[src/rtl/flappy_display_pkg.sv]
// Shared definitions for the flappy_display slice: VGA 640x480@60 timing,
// screen geometry, colour constants and game state encoding.
package flappy_display_pkg;

    // Horizontal timing, in pixel ticks
    localparam int unsigned H_VISIBLE = 640;
    localparam int unsigned H_FRONT   = 16;
    localparam int unsigned H_SYNC    = 96;
    localparam int unsigned H_BACK    = 48;
    localparam int unsigned H_TOTAL   = H_VISIBLE + H_FRONT + H_SYNC + H_BACK;

    // Vertical timing, in lines
    localparam int unsigned V_VISIBLE = 480;
    localparam int unsigned V_FRONT   = 10;
    localparam int unsigned V_SYNC    = 2;
    localparam int unsigned V_BACK    = 33;
    localparam int unsigned V_TOTAL   = V_VISIBLE + V_FRONT + V_SYNC + V_BACK;

    localparam int unsigned SCREEN_W = H_VISIBLE;
    localparam int unsigned SCREEN_H = V_VISIBLE;

    typedef struct packed {
        logic [3:0] r;
        logic [3:0] g;
        logic [3:0] b;
    } rgb_t;

    localparam rgb_t COL_BLANK    = 12'h000;
    localparam rgb_t COL_BIRD     = 12'hFF0;
    localparam rgb_t COL_PIPE     = 12'h0C0;
    localparam rgb_t COL_SKY      = 12'h4AF;
    localparam rgb_t COL_SKY_OVER = 12'h800;

    typedef enum logic [1:0] {
        IDLE,
        PLAY,
        OVER
    } state_t;

endpackage

[src/rtl/flappy_display_vga_timing.sv]
// 640x480@60 raster counters with combinational sync, visible and
// frame-event decodes. Counters advance only on pix_en.
module flappy_display_vga_timing
    import flappy_display_pkg::*;
(
    input  logic       clk,
    input  logic       rst,
    input  logic       pix_en,
    output logic [9:0] hcnt,
    output logic [9:0] vcnt,
    output logic       hsync_pre,
    output logic       vsync_pre,
    output logic       visible,
    output logic       frame_evt
);

    localparam logic [9:0] H_LAST       = 10'(H_TOTAL - 1);
    localparam logic [9:0] V_LAST       = 10'(V_TOTAL - 1);
    localparam logic [9:0] H_SYNC_START = 10'(H_VISIBLE + H_FRONT);
    localparam logic [9:0] H_SYNC_END   = 10'(H_VISIBLE + H_FRONT + H_SYNC);
    localparam logic [9:0] V_SYNC_START = 10'(V_VISIBLE + V_FRONT);
    localparam logic [9:0] V_SYNC_END   = 10'(V_VISIBLE + V_FRONT + V_SYNC);
    localparam logic [9:0] H_VIS        = 10'(H_VISIBLE);
    localparam logic [9:0] V_VIS        = 10'(V_VISIBLE);

    // Raster position: hcnt wraps each line, vcnt steps on the hcnt wrap
    always_ff @(posedge clk or posedge rst) begin
        if (rst) begin
            hcnt <= '0;
            vcnt <= '0;
        end else if (pix_en) begin
            if (hcnt == H_LAST) begin
                hcnt <= '0;
                vcnt <= (vcnt == V_LAST) ? '0 : vcnt + 10'd1;
            end else begin
                hcnt <= hcnt + 10'd1;
            end
        end
    end

    // Decodes of the current raster position
    always_comb begin
        hsync_pre = !((hcnt >= H_SYNC_START) && (hcnt < H_SYNC_END));
        vsync_pre = !((vcnt >= V_SYNC_START) && (vcnt < V_SYNC_END));
        visible   = (hcnt < H_VIS) && (vcnt < V_VIS);
        frame_evt = pix_en && (hcnt == '0) && (vcnt == V_VIS);
    end

endmodule

[src/rtl/flappy_display.sv]
// Flappy display top: VGA output, pillar scrolling, per-frame collision,
// IDLE/PLAY/OVER game FSM and saturating score.
module flappy_display
    import flappy_display_pkg::*;
#(
    parameter int unsigned BIRD_X       = 160,
    parameter int unsigned BIRD_SZ      = 16,
    parameter int unsigned PIPE_W       = 40,
    parameter int unsigned GAP_H        = 60,
    parameter int unsigned SCROLL       = 2,
    parameter int unsigned PIPE_SPACING = 340
) (
    input  logic              clk,
    input  logic              rst,
    input  logic              pix_en,
    input  logic              start,
    input  logic signed [9:0] y,
    input  logic        [9:0] p1,
    input  logic        [9:0] p2,
    output logic              hsync,
    output logic              vsync,
    output logic        [3:0] r,
    output logic        [3:0] g,
    output logic        [3:0] b,
    output logic        [7:0] score,
    output logic              game_over
);

    localparam logic        [10:0] PX_WRAP  = 11'(H_VISIBLE + PIPE_W);
    localparam logic        [10:0] PX2_INIT = 11'(H_VISIBLE + PIPE_W + PIPE_SPACING);
    localparam logic        [10:0] PX_STEP  = 11'(SCROLL);
    localparam logic        [10:0] BX_LO    = 11'(BIRD_X);
    localparam logic        [10:0] BX_HI    = 11'(BIRD_X + BIRD_SZ);
    localparam logic        [10:0] PW       = 11'(PIPE_W);
    localparam logic signed [10:0] B_HALF   = 11'(BIRD_SZ / 2);
    localparam logic signed [10:0] ROW_MAX  = 11'(SCREEN_H - 1);
    localparam logic signed [10:0] Y_TOP    = 11'(SCREEN_H);
    localparam logic signed [11:0] ROW_MAX12 = 12'(SCREEN_H - 1);
    localparam logic signed [11:0] GH       = 12'(GAP_H);
    localparam logic        [9:0]  GAP_INIT = 10'(SCREEN_H / 2);

    logic [9:0]  hcnt, vcnt;
    logic        hsync_pre, vsync_pre, visible, frame_evt;

    state_t      state, state_nxt;
    logic [10:0] px1, px2, px1_nxt, px2_nxt;
    logic [9:0]  gap1, gap2;
    logic [7:0]  score_q, score_nxt;
    logic        hit;
    logic        wrap1, wrap2, cross1, cross2;
    logic [8:0]  score_sum;

    logic [10:0]        col;
    logic signed [10:0] y_ext, yc, brow, row_s;
    logic               in_bird, in_pipe, y_out;
    rgb_t               pix;

    flappy_display_vga_timing u_timing (
        .clk       (clk),
        .rst       (rst),
        .pix_en    (pix_en),
        .hcnt      (hcnt),
        .vcnt      (vcnt),
        .hsync_pre (hsync_pre),
        .vsync_pre (vsync_pre),
        .visible   (visible),
        .frame_evt (frame_evt)
    );

    // Pillar cols [px-PIPE_W, px), solid except within GAP_H rows of the gap centre
    function automatic logic pillar_at(input logic [10:0] c, input logic [9:0] row,
                                       input logic [10:0] px, input logic [9:0] gap);
        logic signed [11:0] rs, gs, d;
        rs = {2'b00, row};
        gs = {2'b00, gap};
        d  = rs + gs - ROW_MAX12;
        return ((c + PW) >= px) && (c < px) && ((d > GH) || (d < -GH));
    endfunction

    // Bird/pillar hit-testing of the current raster pixel
    always_comb begin
        col   = {1'b0, hcnt};
        row_s = {1'b0, vcnt};
        y_ext = {y[9], y};
        if (y_ext[10])
            yc = '0;
        else if (y_ext > ROW_MAX)
            yc = ROW_MAX;
        else
            yc = y_ext;
        brow    = ROW_MAX - yc;
        in_bird = (col >= BX_LO) && (col < BX_HI) &&
                  (row_s >= brow - B_HALF) && (row_s < brow + B_HALF);
        in_pipe = pillar_at(col, vcnt, px1, gap1) || pillar_at(col, vcnt, px2, gap2);
        y_out   = y_ext[10] || (y_ext == '0) || (y_ext >= Y_TOP);
    end

    // Colour priority: blanking, bird, pillar, sky
    always_comb begin
        if (!visible)
            pix = COL_BLANK;
        else if (in_bird)
            pix = COL_BIRD;
        else if (in_pipe)
            pix = COL_PIPE;
        else if (state == OVER)
            pix = COL_SKY_OVER;
        else
            pix = COL_SKY;
    end

    // Output register keeps sync and colour aligned at one tick of latency
    always_ff @(posedge clk or posedge rst) begin
        if (rst) begin
            hsync     <= 1'b1;
            vsync     <= 1'b1;
            {r, g, b} <= '0;
        end else if (pix_en) begin
            hsync     <= hsync_pre;
            vsync     <= vsync_pre;
            {r, g, b} <= pix;
        end
    end

    // Collision accumulator over the visible frame, consumed at the frame event
    always_ff @(posedge clk or posedge rst) begin
        if (rst)
            hit <= 1'b0;
        else if (frame_evt)
            hit <= 1'b0;
        else if (pix_en && visible && (state == PLAY) && ((in_bird && in_pipe) || y_out))
            hit <= 1'b1;
    end

    // Per-frame scroll step, wrap and bird-crossing score increments
    always_comb begin
        wrap1     = px1 <= PX_STEP;
        wrap2     = px2 <= PX_STEP;
        px1_nxt   = wrap1 ? PX_WRAP : px1 - PX_STEP;
        px2_nxt   = wrap2 ? PX_WRAP : px2 - PX_STEP;
        cross1    = !wrap1 && (px1 >= BX_LO) && (px1_nxt < BX_LO);
        cross2    = !wrap2 && (px2 >= BX_LO) && (px2_nxt < BX_LO);
        score_sum = {1'b0, score_q} + {8'd0, cross1} + {8'd0, cross2};
        score_nxt = score_sum[8] ? 8'hFF : score_sum[7:0];
    end

    // Game state register
    always_ff @(posedge clk or posedge rst) begin
        if (rst)
            state <= IDLE;
        else
            state <= state_nxt;
    end

    // Game state transitions at the frame event; hit outranks start in PLAY
    always_comb begin
        state_nxt = state;
        game_over = (state == OVER);
        score     = score_q;
        if (frame_evt) begin
            case (state)
                IDLE, OVER: if (start) state_nxt = PLAY;
                PLAY:       if (hit)   state_nxt = OVER;
                default:    state_nxt = IDLE;
            endcase
        end
    end

    // Pillar positions, latched gaps and score, all updated at the frame event
    always_ff @(posedge clk or posedge rst) begin
        if (rst) begin
            px1     <= PX_WRAP;
            px2     <= PX2_INIT;
            gap1    <= GAP_INIT;
            gap2    <= GAP_INIT;
            score_q <= '0;
        end else if (frame_evt) begin
            if (state != PLAY) begin
                if (start) begin
                    px1     <= PX_WRAP;
                    px2     <= PX2_INIT;
                    gap1    <= GAP_INIT;
                    gap2    <= GAP_INIT;
                    score_q <= '0;
                end
            end else if (!hit) begin
                px1     <= px1_nxt;
                px2     <= px2_nxt;
                score_q <= score_nxt;
                if (wrap1) gap1 <= p1;
                if (wrap2) gap2 <= p2;
            end
        end
    end

endmodule
[config.mk]
export PLATFORM = sky130hd
export DESIGN_NAME = flappy_display
export DESIGN_NICKNAME = d
export VERILOG_FILES = /design/src/rtl/flappy_display_pkg.sv /design/src/rtl/flappy_display_vga_timing.sv /design/src/rtl/flappy_display.sv
export SDC_FILE = /design/constraint.sdc
export NUM_CORES = 1
export LEC_CHECK = 0
export CORE_AREA = 2 2 137 139
export CTS_CLUSTER_DIAMETER = 200
export CTS_CLUSTER_SIZE = 28
export DETAILED_ROUTE_END_ITERATION = 7
export DIE_AREA = 0 0 139 141
export PLACE_DENSITY = 0.61
export SLEW_MARGIN = 40
export SYNTH_ARGS = -nofsm -noshare
export SYNTH_HDL_FRONTEND = slang
export SYNTH_SLANG_ARGS = --single-unit
[constraint.sdc]
create_clock -name clk -period 3.75 [get_ports clk]
set_clock_uncertainty 0.15 [all_clocks]
set_input_delay 0.75 -clock clk [delete_from_list [all_inputs] [get_ports clk]]
set_output_delay 0.75 -clock clk [all_outputs]
set_load 0.01 [all_outputs]
-- Word level (Yosys, flattened, before mapping)
Index checks and enable logic that the tools add are counted.
- order comparisons: 26
- mux-type cells: 32
- $add $sub $neg: 14
- reduce and logical (&&, ||, !) cells: 42
- equality and inequality tests: 10
- operators by type and width (kind ; count):
    two-way mux 10 bit ; 9
    two-way mux 11 bit ; 8
    two-way mux 12 bit ; 4
    greater-or-equal comparator 11 bit ; 3
    two-way mux 8 bit ; 4
    > comparator 12 x 7 -> 1 bit (second input constant) ; 2
    less-than comparator 12 x 7 -> 1 bit (second input constant) ; 2
    subtractor 11 x 9 -> 12 bit (second input constant) ; 2
    adder 10 x 10 -> 11 bit ; 2
    greater-or-equal comparator 11 x 8 -> 1 bit (second input constant) ; 2
    <= comparator 11 x 2 -> 1 bit (second input constant) ; 2
    less-than comparator 10 x 11 -> 1 bit ; 2
    less-than comparator 11 x 8 -> 1 bit (second input constant) ; 2
    subtractor 11 x 2 -> 11 bit (second input constant) ; 2
    adder 10 x 1 -> 10 bit (second input constant) ; 2
    equality test 10 bit (second input constant) ; 2
    greater-or-equal comparator 10 bit (second input constant) ; 2
    logical AND 1 bit ; 20
    less-than comparator 10 bit (second input constant) ; 2
    less-than comparator 10 x 9 -> 1 bit (second input constant) ; 2
    two-way mux 9 bit ; 2
    adder 10 x 6 -> 11 bit (second input constant) ; 1
    adder 11 x 5 -> 11 bit (second input constant) ; 1
    logical NOT 11 bit ; 1
    26 further kinds ; 43
- bits in registers: 87

-- Logic depth before layout (Yosys ltp)
- depth after elaboration: 13
- gate-level depth with buffers: 16
- depth with buffers taken out: 15

-- Modules after synthesis
A second synthesis with hierarchy kept.
- cell total of the unflattened synthesis: 809
- area total of the unflattened synthesis: 6970.4 um^2
- modules (own cells, without submodules) (module ; area an instance (um^2) ; instances ; cells an instance):
    flappy_display ; 5793.1 ; 1 ; 692
    flappy_display_vga_timing ; 1177.4 ; 1 ; 117

-- Least setup slack after synthesis
OpenSTA, ideal clock, no wires.
- kind: input port to flip-flop
- start: input y[9]
- end: register r[3]
- required time: 3.474 ns
- path buffers: 1
- path slack: -0.166 ns
- arrival: 3.639 ns
- stages: 14
- cells stage by stage: clkbuf_1 -> nand3b_1 -> inv_1 -> ha_1 -> xnor2_1 -> xor2_1 -> ha_1 -> a21o_1 -> a21oi_1 -> nor2b_1 -> a2111oi_0 -> a221oi_1 -> and3_1 -> a311o_1
- cells in the longest elaborated chain, start to end: 10
- elaborated cells between the ends (all ways): 12
- classes of those cells: 3 x add/sub; 3 x order compare; 4 x mux; 2 x reduce/logical
- RTL lines (what ; RTL line ; text):
    start, declared ; flappy_display.sv:17 ; input logic signed [9:0] y,
    > comparator 10 bit ; flappy_display.sv:87 ; else if (y_ext > ROW_MAX)
    two-way mux 9 bit ; flappy_display.sv:87 ;
    two-way mux 9 bit * ; flappy_display.sv:85 ; if (y_ext[10])
    subtractor 10 x 11 -> 11 bit * ; flappy_display.sv:91 ; brow = ROW_MAX - yc;
    subtractor 11 x 5 -> 11 bit ; flappy_display.sv:93 ; (row_s >= brow - B_HALF) && (row_s < brow + B_HALF);
    greater-or-equal comparator 11 bit ; flappy_display.sv:93 ;
    logical AND 1 bit ; flappy_display.sv:92 ; in_bird = (col >= BX_LO) && (col < BX_HI) &&
    logical AND 1 bit * ; flappy_display.sv:93 ;
    two-way mux 12 bit * ; flappy_display.sv:102 ; else if (in_bird)
    two-way mux 12 bit * ; flappy_display.sv:100 ; if (!visible)
    end signal, assigned ; flappy_display.sv:121 ; {r, g, b} <= pix;
    end, declared ; flappy_display.sv:22 ; output logic [3:0] r,
Every way passes the cells marked *; elsewhere a longest branch is shown, timed or not.
A chain may end at the register's enable or synchronous reset.

-- Worst setup path after layout
- start: input y[3]
- end: register r[3]
- cells in the longest elaborated chain, start to end: 10
- elaborated cells between the ends (all ways): 12
- classes of those cells: 3 x add/sub; 3 x order compare; 4 x mux; 2 x reduce/logical
- RTL lines (what ; RTL line):
    > comparator 10 bit ; flappy_display.sv:87
    two-way mux 9 bit * ; flappy_display.sv:87
    two-way mux 9 bit * ; flappy_display.sv:85
    subtractor 10 x 11 -> 11 bit * ; flappy_display.sv:91
    subtractor 11 x 5 -> 11 bit ; flappy_display.sv:93
    greater-or-equal comparator 11 bit ; flappy_display.sv:93
    logical AND 1 bit ; flappy_display.sv:92
    logical AND 1 bit * ; flappy_display.sv:93
    two-way mux 12 bit * ; flappy_display.sv:102
    two-way mux 12 bit * ; flappy_display.sv:100
Marks and branches as above.

==> key figures <==
Route
  – Routed WL: 19.0 mm
  – Detail Route Antenna Nets: 0
  – TritonRoute pass-1 iters: 4
  – Wire length per cell: 16.0 um
  – Vias per inst: 5.46
  – Via count: 6496
  – DRC: 0
  – 1st-iter DRT viols: 380

CTS
  – CTS tree: yes
  – H-tree depth: 3
  – CTS Hold Bufs: 0
  – Total clock sinks: 79
  – CTS Buf Count: 9
  – Longest Clk Path Bufs: 2
  – Root Driver: clkbuf_16
  – Clock transition at path regs: 60 ps
  – Clock Latency Late Sink: 350 ps

Floorplan
  – Die height: 141 um
  – Die Area: 19600 um^2
  – # IOs: 57
  – Die Wd: 139 um
  – Core box area: 18300 um^2
  – Initial Util: 0.392
  – Row count: 50

Synthesis
  – Syn Inst Count: 857
  – Largest cells by area after synthesis: dfrtp_1, ha_1, dfstp_2
  – Number of synthesized register bits: 79
  – YS warnings: 0
  – Yosys top cell by area: dfrtp_1
  – Yosys top cell area share: 0.199
  – Ys async rst share: 1.00
  – Top_reg_cell synth: dfrtp_1
  – Seq/Total Area, Yosys: 0.280
  – Most instantiated cells after synthesis: ha_1, nor2_1, nand2_1
  – Syn nets: 997
  – Synth cell types: 79
  – Count leader, synth: ha_1
  – Synth Area per Inst: 8.36 um^2
  – Area of the mapped netlist: 7160 um^2
  – EDFF count, synth: 0

Global route
  – Vias in the first global route: 6405
  – GR peak layer: met2
  – Largest net degree at the start of global routing: 43
  – Met2 Use GR: 0.338
  – Grt ovf: 0
  – Antenna violations before repair: 0
  – Global-route wire length before repair: 31.5 mm
  – Met1 usage: 0.252
  – Tot GR Track Use: 0.198
  – Met3 usage: 0.0289

STA
  – Slew @ Worst Pin: 771 ps
  – RSZ-0062 raised after global routing: false
  – WHS: 329 ps
  – Setup violators final: 0
  – Fmax: 281 MHz
  – Fin crit share: 0.948
  – Min Clock Period, post-route: 3560 ps
  – Pins Over Slew Limit: 0
  – Max-slew headroom: 0.486
  – Final Hold Viols: 0
  – Setup ws final: 195 ps

Power
  – Pleak: 4.11 nW
  – Power per cell area: 298 nW/um^2
  – Worst vdd ir: 0.219 mV

Final layout
  – Multi-input logic area: 4890 um^2
  – Final nets: 1091
  – Share of cells above drive strength 1: 0.141
  – Fillers: 1794
  – Layout area overhead: 22.7%
  – Register area: 2000 um^2
  – Non-Filler Instances: 1190
  – Number of inserted diodes: 0

Placed design
  – Placed insts: 1170
  – Port Buffer Count: 56
  – Dpl ws: -633 ps
  – DPL Wire Length: 14.7 mm
  – GPL Wtd Cong: 0.853

Setup path
  – Crit-path cells: clkdlybuf4s50_1 -> nor2_1 -> nor2_2 -> ha_2 -> nand2_1 -> xor2_1 -> ha_1 -> a21o_1 -> a21oi_2 -> nor2b_2 -> a2111oi_4 -> a221oi_4 -> and3_4 -> a311o_1
  – Arr. time, crit path: 3630 ps
  – RR Endpoint: g[3]
  – Top Family by Delay on Critical Path: compound AO/OA/AOI/OAI gates
  – Worst R2R Start: gap1[1]
  – FF-to-FF path depth: 11
  – Register-to-Register Setup Slack: 210 ps
  – Crit end category: flop
  – Critical-path top delay cell: clkdlybuf4s50_1
  – Setup CP Type: primary input to flop
  – Worst Path Max Fanout: 4
  – Beginning of the critical path: y[3]
  – CP bufs+invs: 1
  – Crit path required time: 3830 ps
  – Crit path launch type: primary input
  – Slowest stage delay, CP: 540 ps

Min path
  – Hold EP: gap2[2]
  – Worst Hold Class: flop to flop
  – Worst Min Path Start: gap2[2]
  – Hold depth: 2

Flow run
  – Max-Cap Viols: 0

Outcome
  – Outcome: finished clean
[layout by cell type, fill, tap and decap left out, types with 4 or more instances in the layout]
| master | n |
|---|---|
| a211oi_1 | 7 |
| a21o_1 | 9 |
| a21oi_1 | 58 |
| a22oi_1 | 4 |
| a31oi_1 | 8 |
| and2_1 | 6 |
| and3_1 | 17 |
| buf_4 | 54 |
| clkbuf_16 | 9 |
| clkdlybuf4s50_1 | 51 |
| dfrtp_1 | 57 |
| dfstp_2 | 22 |
| dlymetal6s2s_1 | 4 |
| ha_1 | 100 |
| inv_1 | 68 |
| nand2_1 | 69 |
| nand2b_1 | 11 |
| nand3_1 | 29 |
| nand3b_1 | 5 |
| nand4_1 | 14 |
| nor2_1 | 77 |
| nor2b_1 | 14 |
| nor3_1 | 35 |
| nor3b_1 | 5 |
| o2111ai_1 | 5 |
| o211ai_1 | 7 |
| o21ai_0 | 36 |
| o21ai_1 | 21 |
| o21bai_1 | 4 |
| or3_1 | 7 |
| or4_1 | 4 |
| xnor2_1 | 21 |
| xor2_1 | 16 |
[power breakdown]
group,internal (mW),switching (mW)
Combinational,0.294,0.331
Sequential,0.889,0.0683
Clock,0.673,0.365
[final cells by class]
class / count / share of cell area
sequential: 79 / 0.228
inverter: 69 / 0.0296
tap: 234 / 0.0333
multi-input combinational: 681 / 0.556
clock inverter: 6 / 0.0131
clock buffer: 10 / 0.0272
timing repair buffer: 111 / 0.113
[state kept, by name, summed over array words and instances (netlist names)]
register and flops:
b 1, g 2, gap1 10, gap2 10, hit 1, hsync 1, px1 10, px2 10
r 3, score 8, state 2, u_timing.hcnt 10, u_timing.vcnt 10, vsync 1
[per-layer routing]
metal	vias up	wire length (um)
li1	3280	-
met1	3080	8740
met2	103	9170
met3	33	492
met4	0	628
met5	-	0
[how the worst max path moves through the flow]
stage,to,slack [ps],depth (start not counted)
3_5_place_dp,r[3],-630,16
6_report,r[3],190,14
3_3_place_gp,r[3],-550,14
5_1_grt,r[3],10,12
4_1_cts,r[3],2,16
2_1_floorplan,r[3],7,14
[worst reg2reg max path, cell delays in order, from the launching register on]
cell and delay [ps]:
dfrtp_1 400, ha_1 290, ha_1 210, inv_1 70, fa_1 390, nand2b_1 200
a2111oi_1 380, a311o_1 210, nand4bb_1 100, or4_4 450, a32oi_4 390, a41oi_1 160
[kinds of logic (layout without fill, tap and decap cells)]
kind of cell,after synthesis,count (layout),synth area share
buffers and inverters,97,196,0.0555
adders and majority gates,106,106,0.188
AOI/OAI and AO/OA,207,207,0.191
DFF,79,79,0.280
xor gates and xnor gates,38,38,0.0465
muxes,4,4,0.00594
and+or+nand+nor,326,326,0.233
[stage by stage]
stage	power, mW	TNS [ps]	area, um^2	util
floorplan	1.36	0	7180	-
global placement	1.57	-3190	8290	0.454
detailed placement	1.59	-3580	8290	0.454
CTS	2.65	0	8670	0.475
global route	2.78	0	8790	0.481
finish	2.62	0	8790	0.481
[repair_timing]
item,4_1_cts,5_1_grt
buffers inserted,1,3
endpoints found under the setup margin,7,13
pin swaps,3,9
gates resized for setup,7,26
(Power assumes the default switching activity.)
